--- src/rtl/sqrt_sched_pkg.sv ---
// Shared types and width helpers for the round-robin integer square-root scheduler.
package sqrt_sched_pkg;

  typedef enum logic [1:0] {
    IDLE,
    ITER,
    RESP
  } state_e;

  localparam int unsigned DEF_NUM_REQ = 4;
  localparam int unsigned DEF_WIDTH   = 16;
  localparam int unsigned ID_W        = $clog2(DEF_NUM_REQ);
  localparam int unsigned ROOT_W      = DEF_WIDTH / 2;

  // Index width that never collapses to zero bits.
  function automatic int unsigned clog2_min1(input int unsigned n);
    return (n > 1) ? $clog2(n) : 1;
  endfunction

endpackage

--- src/rtl/sqrt_newton_step.sv ---
// One combinational Newton-Raphson step for integer sqrt: x_next = (x + num/x) / 2.
module sqrt_newton_step
  import sqrt_sched_pkg::*;
#(
  parameter int unsigned WIDTH = DEF_WIDTH
) (
  input  logic [WIDTH-1:0] num,
  input  logic [WIDTH-1:0] x,
  output logic [WIDTH-1:0] x_next,
  output logic             converged
);

  logic [WIDTH-1:0] w_quot;
  logic [WIDTH:0]   w_sum;

  // The sum carries one extra bit so x + num/x cannot wrap before halving.
  always_comb begin
    w_quot    = (x == '0) ? '0 : num / x;
    w_sum     = {1'b0, x} + {1'b0, w_quot};
    x_next    = w_sum[WIDTH:1];
    converged = (x_next >= x);
  end

endmodule

--- src/rtl/sqrt_sched.sv ---
// Round-robin scheduler sharing one iterative Newton-Raphson sqrt datapath.
// Optional macro SQRT_REM_EN adds the resp_rem remainder output.
module sqrt_sched
  import sqrt_sched_pkg::*;
#(
  parameter int unsigned NUM_REQ  = DEF_NUM_REQ,
  parameter int unsigned WIDTH    = DEF_WIDTH,
  parameter int unsigned MAX_ITER = 16
) (
  input  logic                             clk,
  input  logic                             rst,
  input  logic [NUM_REQ-1:0]               req_valid,
  output logic [NUM_REQ-1:0]               req_ready,
  input  logic [NUM_REQ*WIDTH-1:0]         req_num,
  output logic                             resp_valid,
  input  logic                             resp_ready,
  output logic [WIDTH/2-1:0]               resp_root,
  output logic [clog2_min1(NUM_REQ)-1:0]   resp_id,
  output logic                             resp_err,
`ifdef SQRT_REM_EN
  output logic [WIDTH/2:0]                 resp_rem,
`endif
  output logic                             busy
);

  localparam int unsigned IDW = clog2_min1(NUM_REQ);
  localparam int unsigned RW  = WIDTH / 2;
  localparam int unsigned ITW = clog2_min1(MAX_ITER);

  state_e           r_state;
  logic [IDW-1:0]   r_rr_ptr;
  logic [IDW-1:0]   r_id;
  logic [WIDTH-1:0] r_num;
  logic [WIDTH-1:0] r_x;
  logic [ITW-1:0]   r_iter;

  logic             w_gnt_found;
  logic [IDW-1:0]   w_gnt_id;
  logic [IDW-1:0]   w_idx;
  logic [WIDTH-1:0] w_sel_num;
  logic [WIDTH-1:0] w_x_next;
  logic             w_conv;
  logic [RW-1:0]    w_sat;

  sqrt_newton_step #(.WIDTH(WIDTH)) u_step (
    .num      (r_num),
    .x        (r_x),
    .x_next   (w_x_next),
    .converged(w_conv)
  );

  // Round-robin search starting at r_rr_ptr, wrapping around.
  always_comb begin
    w_gnt_found = 1'b0;
    w_gnt_id    = '0;
    w_idx       = '0;
    for (int unsigned k = 0; k < NUM_REQ; k++) begin
      w_idx = IDW'((32'(r_rr_ptr) + k) % NUM_REQ);
      if (!w_gnt_found && req_valid[w_idx]) begin
        w_gnt_found = 1'b1;
        w_gnt_id    = w_idx;
      end
    end
  end

  always_comb begin
    w_sel_num = '0;
    for (int unsigned k = 0; k < NUM_REQ; k++) begin
      if (w_gnt_id == IDW'(k)) w_sel_num = req_num[k*WIDTH +: WIDTH];
    end
  end

  // Grant is offered only in IDLE and is forced low while reset is held.
  always_comb begin
    req_ready = '0;
    if (r_state == IDLE && w_gnt_found && !rst) req_ready[w_gnt_id] = 1'b1;
  end

  assign w_sat = (r_x[WIDTH-1:RW] != '0) ? '1 : r_x[RW-1:0];

`ifdef SQRT_REM_EN
  logic [RW:0] w_rem;
  assign w_rem = (RW+1)'(r_num - r_x * r_x);
`endif

  always_ff @(posedge clk or posedge rst) begin
    if (rst) begin
      r_state    <= IDLE;
      r_rr_ptr   <= '0;
      r_id       <= '0;
      r_num      <= '0;
      r_x        <= '0;
      r_iter     <= '0;
      resp_valid <= 1'b0;
      resp_root  <= '0;
      resp_id    <= '0;
      resp_err   <= 1'b0;
      busy       <= 1'b0;
`ifdef SQRT_REM_EN
      resp_rem   <= '0;
`endif
    end else begin
      case (r_state)
        IDLE: begin
          if (w_gnt_found) begin
            r_num    <= w_sel_num;
            r_x      <= w_sel_num;
            r_iter   <= '0;
            r_id     <= w_gnt_id;
            r_rr_ptr <= (w_gnt_id == IDW'(NUM_REQ - 1)) ? '0 : w_gnt_id + 1'b1;
            busy     <= 1'b1;
            if (w_sel_num == '0) begin
              resp_root  <= '0;
              resp_id    <= w_gnt_id;
              resp_err   <= 1'b0;
              resp_valid <= 1'b1;
`ifdef SQRT_REM_EN
              resp_rem   <= '0;
`endif
              r_state    <= RESP;
            end else begin
              r_state <= ITER;
            end
          end
        end
        ITER: begin
          if (w_conv) begin
            resp_root  <= r_x[RW-1:0];
            resp_id    <= r_id;
            resp_err   <= 1'b0;
            resp_valid <= 1'b1;
`ifdef SQRT_REM_EN
            resp_rem   <= w_rem;
`endif
            r_state    <= RESP;
          end else if (r_iter == ITW'(MAX_ITER - 1)) begin
            resp_root  <= w_sat;
            resp_id    <= r_id;
            resp_err   <= 1'b1;
            resp_valid <= 1'b1;
`ifdef SQRT_REM_EN
            resp_rem   <= '0;
`endif
            r_state    <= RESP;
          end else begin
            r_x    <= w_x_next;
            r_iter <= r_iter + 1'b1;
          end
        end
        RESP: begin
          if (resp_ready) begin
            resp_valid <= 1'b0;
            busy       <= 1'b0;
            r_state    <= IDLE;
          end
        end
        default: r_state <= IDLE;
      endcase
    end
  end

endmodule

--- config.mk ---
export PLATFORM = sky130hd
export DESIGN_NAME = sqrt_sched
export DESIGN_NICKNAME = d
export VERILOG_FILES = /design/src/rtl/sqrt_sched_pkg.sv /design/src/rtl/sqrt_newton_step.sv /design/src/rtl/sqrt_sched.sv
export SDC_FILE = /design/constraint.sdc
export NUM_CORES = 1
export LEC_CHECK = 0
export CAP_MARGIN = 0
export CORE_ASPECT_RATIO = 0.8
export CORE_UTILIZATION = 65
export CTS_CLUSTER_DIAMETER = 120
export CTS_CLUSTER_SIZE = 28
export DETAILED_ROUTE_END_ITERATION = 12
export PLACE_DENSITY_LB_ADDON = 0.2
export SLEW_MARGIN = 20
export SYNTH_ARGS = -nofsm -noshare
export SYNTH_HDL_FRONTEND = slang
export SYNTH_SLANG_ARGS = --single-unit
export TNS_END_PERCENT = 10
--- constraint.sdc ---
create_clock -name clk -period 99.9 [get_ports clk]
set_input_delay 29.97 -clock clk [delete_from_list [all_inputs] [get_ports clk]]
set_output_delay 29.97 -clock clk [all_outputs]
set_load 0.005 [all_outputs]
Word-level counts from Yosys, hierarchy flattened
Cells that the tools add are included.
{"block": "classes", "addsub": 6, "mul": 0, "n_div": 1, "magnitude_cmp": 7, "eq_ne": 12, "n_shift": 0, "n_mux": 62, "bitwise": 0, "n_reduce_logical": 24}
{"cell": "two-way mux 16 bit", "count": 8}
{"cell": "two-way mux 8 bit", "count": 5}
{"cell": "zero test 16 bit", "count": 2}
{"cell": "case mux 16 bit (2 select lines)", "count": 1}
{"cell": "two-way mux 2 bit", "count": 14}
{"cell": "two-way mux 1 bit", "count": 18}
{"cell": "adder 16 x 16 -> 17 bit", "count": 1}
{"cell": "divider 16 x 16 -> 16 bit", "count": 1}
{"cell": "greater-or-equal comparator 16 bit", "count": 1}
{"cell": "two-way mux 4 bit", "count": 4}
{"cell": "case mux 8 bit (2 select lines)", "count": 1}
{"cell": "< comparator 2 x 3 -> 1 bit (second input constant)", "count": 5}
{"cell": "binary-select mux 1 bit (select 2 bit)", "count": 4}
{"cell": "inequality test 2 bit (second input constant)", "count": 4}
{"cell": "case mux 4 bit (2 select lines)", "count": 1}
{"cell": "AND reduction 4 bit", "count": 2}
{"cell": "nonzero test 8 bit", "count": 1}
{"cell": "equality test 2 bit (second input constant)", "count": 3}
{"cell": "logical AND 1 bit", "count": 6}
{"cell": "case mux 2 bit (3 select lines)", "count": 1}
{"cell": "AND reduction 3 bit", "count": 2}
{"cell": "AND reduction 5 bit", "count": 1}
{"cell": "adder 2 x 1 -> 2 bit (second input constant)", "count": 2}
{"cell": "adder 2 bit (second input constant)", "count": 2}
{"cell": "other kinds (15)", "count": 22}
{"block": "word_totals", "regBits": 55, "latchBits": 0, "ram_bits": 0, "mem_bits_ro": 0, "in_bits": 71, "output_inout_bits": 17, "elab_cells": 123, "mem_count": 0}

Longest topological paths before layout
{"block": "logic_depth", "word_depth": 21, "depth_mapped": 154, "mapped_depth_nobuf": 142}

Modules after synthesis
A second synthesis with hierarchy kept.
{"block": "unflattened", "cells_unflattened": 1403, "hier_area_um2": 10697.8}
{"mod": "sqrt_newton_step", "instances": 1, "cells_per_inst": 1093, "area_per_inst_um2": 7717.4, "seq_area_each_um2": 0.0}
{"mod": "sqrt_sched", "instances": 1, "cells_per_inst": 310, "area_per_inst_um2": 2980.4, "seq_area_each_um2": 1376.3}

Least setup slack after synthesis
No wires, ideal clock.
{"block": "synth_timing", "path_kind": "input to output", "start": "in req_valid[2]", "end": "out req_ready[3]", "arrival_time_ps": 31516, "required_ps": 69930, "slack_ps": 38414, "path_stages": 7, "cell_sequence": "mux2i_1 -> nor2_1 -> nor3_1 -> ha_1 -> clkbuf_1 -> clkbuf_1 -> and3_1"}
{"block": "synth_between", "elab_chain_cells": 17, "elab_cells_between_ends": 30}
{"item": "from (decl)", "line": "sqrt_sched.sv:12", "source": "input logic [NUM_REQ-1:0] req_valid,"}
{"item": "binary-select mux 1 bit (select 2 bit)", "line": "sqrt_sched.sv:59", "source": "if (!w_gnt_found && req_valid[w_idx]) begin"}
{"item": "two-way mux 1 bit (not written as such)", "line": "sqrt_sched.sv:59"}
{"item": "two-way mux 1 bit", "line": "sqrt_sched.sv:59"}
{"item": "zero test 1 bit", "line": "sqrt_sched.sv:59"}
{"item": "logical AND 1 bit", "line": "sqrt_sched.sv:59"}
{"item": "two-way mux 1 bit", "line": "sqrt_sched.sv:59"}
{"item": "zero test 1 bit", "line": "sqrt_sched.sv:59"}
{"item": "logical AND 1 bit", "line": "sqrt_sched.sv:59"}
{"item": "(+2 left out)"}
{"item": "logical AND 1 bit", "line": "sqrt_sched.sv:59"}
{"item": "two-way mux 2 bit *", "line": "sqrt_sched.sv:59"}
{"item": "via w_gnt_id[0]", "line": "sqrt_sched.sv:38", "source": "logic [IDW-1:0] w_gnt_id;"}
{"item": "< comparator 2 x 3 -> 1 bit (not written as such) or greater-or-equal comparator 2 x 1 -> 1 bit (tied branches)", "line": "sqrt_sched.sv:76", "source": "if (r_state == IDLE && w_gnt_found && !rst) req_ready[w_gnt_id] = 1'b1;"}
{"item": "logical AND 1 bit (not written as such)", "line": "sqrt_sched.sv:76"}
{"item": "two-way mux 1 bit (not written as such)", "line": "sqrt_sched.sv:76"}
{"item": "demux 1 bit (select 2 bit) *", "line": "sqrt_sched.sv:76"}
{"item": "two-way mux 4 bit *", "line": "sqrt_sched.sv:76"}
{"item": "to (decl)", "line": "sqrt_sched.sv:13", "source": "output logic [NUM_REQ-1:0] req_ready,"}
The timed path passes the listed nets; every way through them passes the cells marked *. The select of a mux whose other input is x is not followed.

Final worst setup path
{"block": "layout_timing", "start": "in req_valid[0]", "end": "out req_ready[1]"}
The elaborated chain is that of the path after synthesis.

==> impl_metrics.ini <==
[floorplanning]
core_sq_um = 16700
die_h_um = 119
io_pins = 88
dieArea_sq_um = 17700
die_w_um = 149
initial_core_util = 0.671
rows = 42

[critical_path]
cp.arrival_ns = 32.79
cp_common_cell = clkdlybuf4s50_1
critical_path.reg2reg.startpoint = r_x[13]
path_max_fanout = 33
worstSetupPathType = in2out
cpPeakStageDelay_ns = 0.82
required_ns = 69.93
crit_chain = clkdlybuf4s50_1 > mux2i_1 > nor2_1 > nor3_1 > ha_1 > and3_1 > clkdlybuf4s50_1
crit_start = req_valid[0]
endpoint_kind = primary output
cp_slowest_cell = ha_1
critical_path.startpoint_type = input port

[detailed_routing]
vias = 12000
drtAntennaViolNets = 0
routed_wl_um = 34000
first_iter_violations = 1027
drt-pass1-iter-count = 6
drc = 0
wl_per_cell_um = 19.2
vias_per_cell = 6.78

[synthesis]
synth_area_sq_um = 11200
async_reset_ff_frac = 1.00
ys_seq_area_frac = 0.123
synth_top_cell_area_share = 0.194
synth.avg_cell_area_sq_um = 7.49
synth_fp_nets = 1736
synth_edf_count = 0
syn_inst = 1491
synth-seq-cells = 55
synth_flop_cell = dfrtp_1
yosysWarnings = 0
synth_area_leaders = ha_1 19%, dfrtp_1 12%, nand2_1 5.0%, a21oi_1 4.6%, o21ai_0 4.3%
synth_cell_types = 90
synth_top_cell_by_area = ha_1

[placement]
post-dp-hpwl_um = 27000
io_buffers = 87
dp_cells = 1762
gp_congestion = 1.01

[timing]
min_period_ns = 62.76
max_slew_margin = 0.349
drv_slew = 0
hold_viol = 0
fin_skew_ns = 0.00865
tightest_slew_ns = 0.964
finalCritPeriodShare = 0.628
tns_ns = 0
grt_setup_unrepaired = false
fmax_mhz = 15.9
finalSetupViolCount = 0

[final_layout]
nFillCells = 1308
multi_input_area_sq_um = 9330
layout_commonest_cell = ha_1
regArea_sq_um = 1380
final_cell_count_no_fill = 1770
area_growth_pct = 10.9
fin_nets = 1794
final_cell_mix = 173 x ha_1, 150 x nand2_1, 125 x nor2_1, 102 x a21oi_1, 95 x o21ai_0
drive_gt1_frac = 0.0677
n_antenna_cell = 0

[clock_network]
cts.sinks = 55
post_cts_resized = 0
clock_tree.buffer_depth = 2
cts.htree.levels = 2
cts_tree = yes
insertion_delay_ns = 0.29
numCtsBuffers = 5
cts_hold_buf = 0
cts_setup_buffers = 0
cts_root_buf = clkbuf_16
path_clk_slew_ns = 0.07

[grt]
grt_pass1_wl_um = 54400
gr-total-overflow = 0
grt_pass1_vias = 11000
use_met1 = 0.518
busiest_layer = met2
grt_util_met2 = 0.584
antenna_found_initial = 0
grt_start_max_net_pins = 35
track_usage = 0.379
grt_util_met3 = 0.0716

[flow_run]
max_cap_viol_count = 0

[hold_path]
hold_path_class = reg2reg
min_from = r_id[1]

[outcome]
status = finished, final reports clean
==> per-stage QoR <==
step           area, sq um  setup WS (ns)  hold WS, ns   util
2_1_floorplan        11200          38.41        0.450      -
3_3_place_gp         12200          37.32        0.463  0.735
3_5_place_dp         12200          37.18        0.477  0.735
4_1_cts              12400          37.19        0.493  0.744
5_1_grt              12400          36.95        0.518  0.744
6_report             12400          37.14        0.490  0.744
==> cell families after synthesis <==
| logic type | after synthesis | share of synthesized area |
|---|---|---|
| AOI/OAI and AO/OA | 489 | 0.303 |
| xor gates and xnor gates | 74 | 0.0580 |
| adders and majority gates | 174 | 0.195 |
| buffers and inverters | 125 | 0.0423 |
| DFF | 55 | 0.123 |
| muxes | 46 | 0.0448 |
| and+or+nand+nor | 528 | 0.233 |
==> path summary, 6_finish.rpt <==
path / endpoint / slack [ns] / cells past startpoint
worst max-delay path: req_ready[1] / 37.14 / 7
worst min register to register: r_id[1] / 0.49 / 2
max in group asynchronous: r_num[7] / 68.97 / 3
worst max register to register: resp_root[4] / 61.37 / 130
worst min-delay path: r_id[1] / 0.49 / 2
min in group asynchronous: r_id[0] / 30.09 / 2
==> Yosys cell counts, types with 22 or more instances <==
| master | number |
|---|---|
| a21o_1 | 48 |
| a21oi_1 | 102 |
| a31oi_1 | 29 |
| clkbuf_1 | 45 |
| dfrtp_1 | 55 |
| ha_1 | 173 |
| inv_1 | 74 |
| mux2_2 | 28 |
| nand2_1 | 150 |
| nand3_1 | 29 |
| nor2_1 | 125 |
| nor2b_1 | 36 |
| nor3_1 | 49 |
| o21a_1 | 39 |
| o21ai_0 | 95 |
| xnor2_1 | 52 |
| xor2_1 | 22 |
==> state kept, by name, summed over array words and instances, names as in the netlist <==
name and count:
resp_id 2, r_x 16, r_num 16, busy 1, r_iter 4, resp_valid 1, r_rr_ptr 2, r_state 2
r_id 2, resp_root 8, resp_err 1
==> area by class of cell <==
cell class,instances,area share
Clock buffer,5,0.0101
Multi-Input combinational cell,1311,0.753
Timing Repair Buffer,101,0.0788
Clock inverter,3,0.00182
Inverter,75,0.0227
Sequential cell,55,0.111
Tap cell,220,0.0222
==> critical path, delay by kind of cell <==
kind                     cells  cell delay, ns
AND/OR/NAND/NOR              3            0.85
adder cells (fa/ha/maj)      1            0.82
multiplexers                 1            0.16
buffers and inverters        2            0.99
==> metal layers <==
metal	wire length, um	share of wire
met1	14700	0.43
met2	14600	0.43
met3	3400	0.10
met4	1310	0.039
met5	0	0
Power is not shown: default switching activity piles up to over one toggle a cycle in this logic, so the estimate is an artifact.
